**src/rtl/mul_feed.sv**
```systemverilog
// mul_feed: operand sequencer for the chunked multiply/accumulate path.
// Operand loading: two NUM_BITS operands are captured as CHUNKS chunks of
// REGISTER_SIZE bits each, least-significant chunk first.
// Streaming: every (a[col], b[row]) pair is then replayed row by row.
// Each row is tagged with its row index as start_padding, so the partial-product
// store can shift that row into place.
// The stream is throttled by ready_in.
module mul_feed #(
    parameter  int REGISTER_SIZE = 32,
    parameter  int NUM_BITS      = 2048,
    localparam int CHUNKS        = NUM_BITS / REGISTER_SIZE,
    localparam int CW            = $clog2(CHUNKS) + 1
) (
    input  logic                     clk_in,
    input  logic                     rst_in,
    input  logic [REGISTER_SIZE-1:0] a_in,
    input  logic [REGISTER_SIZE-1:0] b_in,
    input  logic                     valid_in,
    output logic                     ready_out,
    output logic [REGISTER_SIZE-1:0] a_chunk_out,
    output logic [REGISTER_SIZE-1:0] b_chunk_out,
    output logic [CW-1:0]            start_padding_out,
    output logic                     valid_out,
    input  logic                     ready_in,
    output logic                     last_out,
    output logic                     done_out
);

    localparam int            IW   = $clog2(CHUNKS);
    localparam logic [CW-1:0] LAST = CW'(CHUNKS - 1);

    typedef enum logic [1:0] {LOAD, STREAM, DONE} state_t;

    state_t                   state, state_nx;
    logic [CW-1:0]            load_cnt, load_cnt_nx;
    logic [CW-1:0]            row, row_nx;
    logic [CW-1:0]            col, col_nx;
    logic [REGISTER_SIZE-1:0] a_mem [CHUNKS];
    logic [REGISTER_SIZE-1:0] b_mem [CHUNKS];

    // Operand storage: written only while loading.
    // It is deliberately left out of reset, because its contents are
    // meaningless until a full load has completed.
    always_ff @(posedge clk_in) begin
        if (state == LOAD && valid_in) begin
            a_mem[load_cnt[IW-1:0]] <= a_in;
            b_mem[load_cnt[IW-1:0]] <= b_in;
        end
    end

    // State and counter registers.
    // Reset returns to an idle LOAD, so any stream in flight is abandoned.
    always_ff @(posedge clk_in or negedge rst_in) begin
        if (!rst_in) begin
            state    <= LOAD;
            load_cnt <= '0;
            row      <= '0;
            col      <= '0;
        end else begin
            state    <= state_nx;
            load_cnt <= load_cnt_nx;
            row      <= row_nx;
            col      <= col_nx;
        end
    end

    // Next-state logic.
    // In LOAD, the counter advances on each accepted beat.
    // In STREAM, col advances on each transfer and wraps into row.
    always_comb begin
        state_nx    = state;
        load_cnt_nx = load_cnt;
        row_nx      = row;
        col_nx      = col;
        case (state)
            LOAD: begin
                if (valid_in) begin
                    if (load_cnt == LAST) begin
                        load_cnt_nx = '0;
                        row_nx      = '0;
                        col_nx      = '0;
                        state_nx    = STREAM;
                    end else begin
                        load_cnt_nx = load_cnt + 1'b1;
                    end
                end
            end
            STREAM: begin
                if (ready_in) begin
                    if (col == LAST && row == LAST) begin
                        state_nx = DONE;
                    end else if (col == LAST) begin
                        col_nx = '0;
                        row_nx = row + 1'b1;
                    end else begin
                        col_nx = col + 1'b1;
                    end
                end
            end
            DONE:    state_nx = LOAD;
            default: state_nx = LOAD;
        endcase
    end

    // Outputs are decoded from registered state only; there is no path from ready_in.
    // Data outputs are gated by STREAM, so an asynchronous reset forces them
    // to zero at once.
    always_comb begin
        ready_out         = (state == LOAD);
        valid_out         = (state == STREAM);
        done_out          = (state == DONE);
        a_chunk_out       = '0;
        b_chunk_out       = '0;
        start_padding_out = '0;
        last_out          = 1'b0;
        if (state == STREAM) begin
            a_chunk_out       = a_mem[col[IW-1:0]];
            b_chunk_out       = b_mem[row[IW-1:0]];
            start_padding_out = row;
            last_out          = (col == LAST);
        end
    end

endmodule

```
**config.mk**
```make
export PLATFORM = sky130hd
export DESIGN_NAME = mul_feed
export DESIGN_NICKNAME = d
export VERILOG_FILES = /design/src/rtl/mul_feed.sv
export SDC_FILE = /design/constraint.sdc
export NUM_CORES = 2
export LEC_CHECK = 0
export BUFFER_PORTS_ARGS = -buffer_cell sky130_fd_sc_hd__clkbuf_2
export CORE_AREA = 3 3 531 533
export DETAILED_ROUTE_END_ITERATION = 10
export DIE_AREA = 0 0 534 536
export GPL_TIMING_DRIVEN = 0
export PLACE_DENSITY = 0.81
export REMOVE_ABC_BUFFERS = 1
export SLEW_MARGIN = 20
export SYNTH_ARGS = -nofsm -noshare
export SYNTH_HDL_FRONTEND = slang
export SYNTH_SLANG_ARGS = --single-unit
```
**constraint.sdc**
```tcl
create_clock -name clk_in -period 4.6 [get_ports clk_in]
set_input_delay 0 -clock clk_in [delete_from_list [all_inputs] [get_ports clk_in]]
set_output_delay 0 -clock clk_in [all_outputs]
set_load 0.05 [all_outputs]
```
Yosys cells after proc, flatten, opt, wreduce, memory -nomap -nowiden. Memory sizes are Yosys's and may differ from the RTL's. Cells that the tools add are included.

Memory bits (writable): 4096. Output and inout port bits: 75. Memories: 2. Bits of input ports: 68. Register bits: 23.

Reductions and logical operators: 8. Eq/ne operators: 11. $add $sub $neg: 3. Multiplexer cells: 22.

Memories: a_mem (words 64, bits a word 32, rd ports 1, clocked after Yosys merged registers in 0, write ports 1, line 38) `logic [REGISTER_SIZE-1:0] a_mem [CHUNKS];`; b_mem (words 64, bits a word 32, rd ports 1, clocked after Yosys merged registers in 0, write ports 1, line 39) `logic [REGISTER_SIZE-1:0] b_mem [CHUNKS];`.

Operators by type and width (count): $mux W7 (10); $mux W32 (2); $pmux W7 S2 (2); $add A7 B1 Y7 const B (3); $eq A7 B6 Y1 const B (3); $mux W2 (4); $ne A2 B1 Y1 const B (4); $reduce_and A6 Y1 (1); $reduce_and A5 Y1 (1); $ne A2 B2 Y1 const B (2); $pmux W2 S2 (1); $reduce_and A4 Y1 (1); $mux W1 (3); $eq A2 B1 Y1 const B (1); $eq A2 B2 Y1 const B (1); $logic_and A1 B1 Y1 (2); $logic_not A2 Y1 (1); $reduce_and A2 Y1 (1); $reduce_bool A2 Y1 (1).

Longest topological paths before layout.
Depth after elaboration: 5. Mapped depth: 12.

Worst setup path after synthesis. No wires, ideal clock.

Path type: reg2reg. Start: register state[1]. End: memory a_mem[31][0] (enable). Path slack: -564 ps. Buffers on the path: 1. Period minus slack after synthesis: 5164 ps. Data required time: 4112 ps. Arrival: 4676 ps. Setup time: 488 ps. Stages on the path, launching flop included: 6. Cells stage by stage: dfrtp_1 -> nor2_1 -> and3_1 -> clkbuf_1 -> nand3_1 -> nor2_1.

Cells in the longest elaborated chain, start to end: 4.

RTL lines: start: declaration (line 34) `state_t state, state_nx;`; start signal: assignment (line 60) `state <= state_nx;`; $logic_not A2 Y1; via ready_out (line 19) `output logic ready_out,`; $logic_and A1 B1 Y1 (line 45) `if (state == LOAD && valid_in) begin`; $mux W1 (line 45); $mux W1 (not written as such) (line 46) `a_mem[load_cnt[IW-1:0]] <= a_in;`; end: declaration (line 38).

The timed path passes the listed nets, and every way through them passes these cells.

Worst setup path in the final report.
Start: register row[2]. End: output port b_chunk_out[4].

Cells in the longest elaborated chain, start to end: 2.

RTL lines: start: declaration (line 36) `logic [CW-1:0] row, row_nx;`; start signal: assignment (line 62) `row <= row_nx;`; $mem_v2 Z64 W32; $mux W32 (line 116) `if (state == STREAM) begin`; end: declaration (line 21) `output logic [REGISTER_SIZE-1:0] b_chunk_out,`.

Every way passes these cells.

==> flow_summary_export.csv <==
group,metric,value,unit
outcome,outcome,"complete, but fails checks",
outcome,violations,"negative setup slack",
finish,multiInputGateArea,0.0326,mm2
grt,grt_max_degree,65,
finish,fin_util,67.0,%
placed_design,gp_congestion,0.731,
finish,area_growth_syn_to_layout,17.6,%
worst_setup_path,crit_buf_inv,3,
floorplan,core_area,0.277,mm2
clock_network,cts_buffer_depth,4,
drt,first_pass_iters,9,
finish,n_fill_cell,15409,
drt,vias_per_cell,7.71,
sta,fin_crit_sh,106,%
worst_setup_path,crit_type,"flip-flop to output port",
floorplan,rows,193,
clock_network,htree_levels,5,
power,total_power,93.1,mW
synth,synth_area_per_cell,23.3,um2
sta,max_freq,204,MHz
sta,hold_violations,0,
worst_setup_path,critPathLaunchType,"flip-flop",
synth,synth-warning-count,0,
drt,avgRoutedWirePerCell,48.5,um
drt,num_vias,88644,
worst_setup_path,slowest_stage,"dfrtp_4",
drt,first_iter_violations,18219,
power,leakage,57.1,nW
flow_run,drv_cap,0,
drt,final_antenna_net_count,0,
sta,worst_pin_slew,1.30,ns
finish,seqCellArea,0.124,mm2
synth,ys_seq_elements,4119,
placed_design,detailed_place_hpwl,295,mm
min_path,hp-class,"input pin to flip-flop",
clock_network,cts_root_buffer,"clkbuf_16",
power,ir_drop,0.517,mV
clock_network,cts_tree,"built",
sta,maxSlewViolCount,0,
grt,grt_overflow,0,
finish,drive_gt1_share,30.3,%
power,powerDensity,502,mW/mm2
synth,synth-seq-area-share,78.3,%
worst_setup_path,cp_top_family,"compound AO/OA/AOI/OAI gates",
clock_network,insertion_delay,0.98,ns
grt,grt_pass1_vias,89919,
worst_setup_path,cp_common_cell,"buf_16",
synth,async_flop_share,0.558,%
floorplan,die_w,534,um
drt,drc,0,
grt,grt_pass1_wl,753,mm
worst_setup_path,path_cells,"buf_16, buf_16, nand3b_1, o22ai_1, a211oi_1, nand2_1, a21oi_1, o221ai_2, clkbuf_2",
clock_network,cts.clk_slew.worst_paths,0.07,ns
sta,finalSetupTns,-23.09,ns
worst_setup_path,path_max_fanout,46,
sta,fin_hold_ws,0.0948,ns
floorplan,start_util,57.0,%
sta,fin_ws,-0.295,ns
synth,synth_cells,6761,
clock_network,cts_sinks,4119,
sta,max_slew_margin,13.0,%
synth,netlist_area,0.158,mm2
grt,antenna_found_initial,41,
finish,num-nets-final,7528,
floorplan,die_height,536,um
synth,synth_top_flop_cell,"edfxtp_1",
worst_setup_path,cp.arrival,4.90,ns
worst_setup_path,max_stage_delay,0.71,ns
drt,drt-total-wl,558,mm
floorplan,pin_count,143,
sta,period_minus_slack,4.90,ns
worst_setup_path,crit_required,4.60,ns
sta,setup-violations-final,198,
synth,ys_types,64,
grt,grt_use_total,39.0,%
clock_network,cts_buffers,382,
worst_setup_path,end_kind,"output port",
synth,synth_edf_count,4096,
floorplan,dieArea,0.286,mm2
placed_design,portBuffers,142,
sta,final.setup_skew,0.0735,ns
sta,rsz0062_at_grt,"true",
==> timing repair <==
action / 4_1_cts / 5_1_grt
hold endpoints to repair: 264 / 3776
hold buffers: 10 / 59
gates cloned: 15 / 4
gates resized for setup: 23 / 6
setup endpoints to repair: 60 / 37
setup buffers: 22 / 12
pin swaps: 2 / 3
==> Yosys cell counts (all sizes together) (2+ instances only) <==
library cell	number	area (um2)
edfxtp	4096	123000
mux4	1048	23600
buf	284	1960
mux2i	258	2580
nand2	185	694
nor2	146	548
o21ai	113	566
clkbuf	83	312
a21oi	63	315
o221ai	55	482
a221oi	49	429
nand3	46	240
a22oi	37	278
nand2b	33	206
a31o	26	228
mux2	26	293
dfrtp	23	576
nor2b	20	125
a32oi	19	166
a31oi	15	93.8
a211oi	12	95.1
a221o	12	120
nor3	12	60.1
a22o	11	96.3
inv	10	40.0
o22ai	10	62.6
o211ai	8	60.1
a2bb2oi	7	61.3
a2111oi	6	83.8
and2	6	37.5
nand3b	6	45.0
nand4	4	25.0
xnor2	4	35.0
xor2	4	35.0
a21boi	3	22.5
ha	3	37.5
or3	3	18.8
a21o	2	15.0
o21a	2	15.0
or2	2	12.5
==> final cells by class <==
type                    instances  share of cell area (%)
flip-flops and latches       4119                    66.6
well taps                    3705                    2.50
clock buffers                 454                    5.32
repair buffers                677                    6.63
inverters                      11                  0.0398
clock inverters               240                    1.32
multi-input cells            2266                    17.6
diodes                         27                  0.0364
==> state kept, by name, summed over array words and instances, names as in the netlist <==
name,flops
b_mem,2048
load_cnt,7
col,7
state,2
a_mem,2048
row,7
==> layout by cell type (no fill, tap or decap), types with 70 or more instances in the layout <==
cell,synthesis,layout
nor2_4,0,70
nor2_1,146,76
clkbuf_16,0,387
buf_12,2,203
clkinv_1,1,73
o21ai_0,106,105
edfxtp_1,4096,4096
clkinv_2,0,71
mux4_2,1040,1040
clkbuf_1,83,70
mux2i_1,258,258
nand2_1,185,180
clkbuf_2,0,77
buf_16,0,218
==> logic make-up after synthesis <==
| family | Yosys count | synth area share, % |
|---|---|---|
| multiplexers | 1332 | 16.8 |
| XOR/XNOR | 8 | 0.0444 |
| flip-flops | 4119 | 78.3 |
| AND/OR/NAND/NOR | 466 | 1.29 |
| adder cells (fa/ha/maj) | 3 | 0.0238 |
| buffers and inverters | 378 | 1.47 |
| AO/OA/AOI/OAI | 455 | 2.05 |
==> routing by layer <==
| layer | wire length (um) | vias up | GRT usage (%) |
|---|---|---|---|
| met5 | 663 | - | 0.650 |
| met4 | 61700 | 44 | 31.9 |
| met3 | 90800 | 3531 | 15.5 |
| met2 | 256000 | 10888 | 59.3 |
| met1 | 149000 | 43796 | 43.6 |
| li1 | - | 30385 | - |
==> stage by stage <==
stage / cells / area, um2 / setup WS [ns]
after global placement: 10241 / 161000 / -36.88
after detailed placement: 10655 / 171000 / -0.0764
after global routing: 11475 / 186000 / -0.0185
final: 11499 / 186000 / -0.295
after CTS: 11396 / 185000 / 0.00509
after floorplan: 6394 / 156000 / -18.42
==> path summary, 6_finish.rpt <==
path	slack (ns)	depth (start not counted)	to	startpoint
min	0.09	1	b_mem[22][27]	b_in[27]
max reg2reg	-0.21	8	b_mem[59][14]	state[1]
min reg2reg	0.66	1	load_cnt[2]	load_cnt[2]
max in group asynchronous	4.26	4	row[4]	rst_in
min in group asynchronous	0.12	4	col[0]	rst_in
max	-0.30	9	b_chunk_out[4]	row[2]
==> worst register-to-register path: stages (launching register included) <==
cell,delay [ns]
dfrtp_1,0.53
nor2_1,0.48
nand2_1,0.36
nor2_1,0.46
nand3_1,0.92
nor2_4,0.98
buf_16,0.29
buf_16,0.23
buf_16,0.21
==> report_power, final <==
part / total, mW / leakage (nW) / switching, mW / internal [mW]
logic: 17.0 / 13.9 / 10.1 / 6.89
registers: 43.1 / 37.1 / 0.557 / 42.5
clock network: 33.0 / 5.99 / 15.2 / 17.8
No activity file was read; power rests on OpenSTA's default activity.
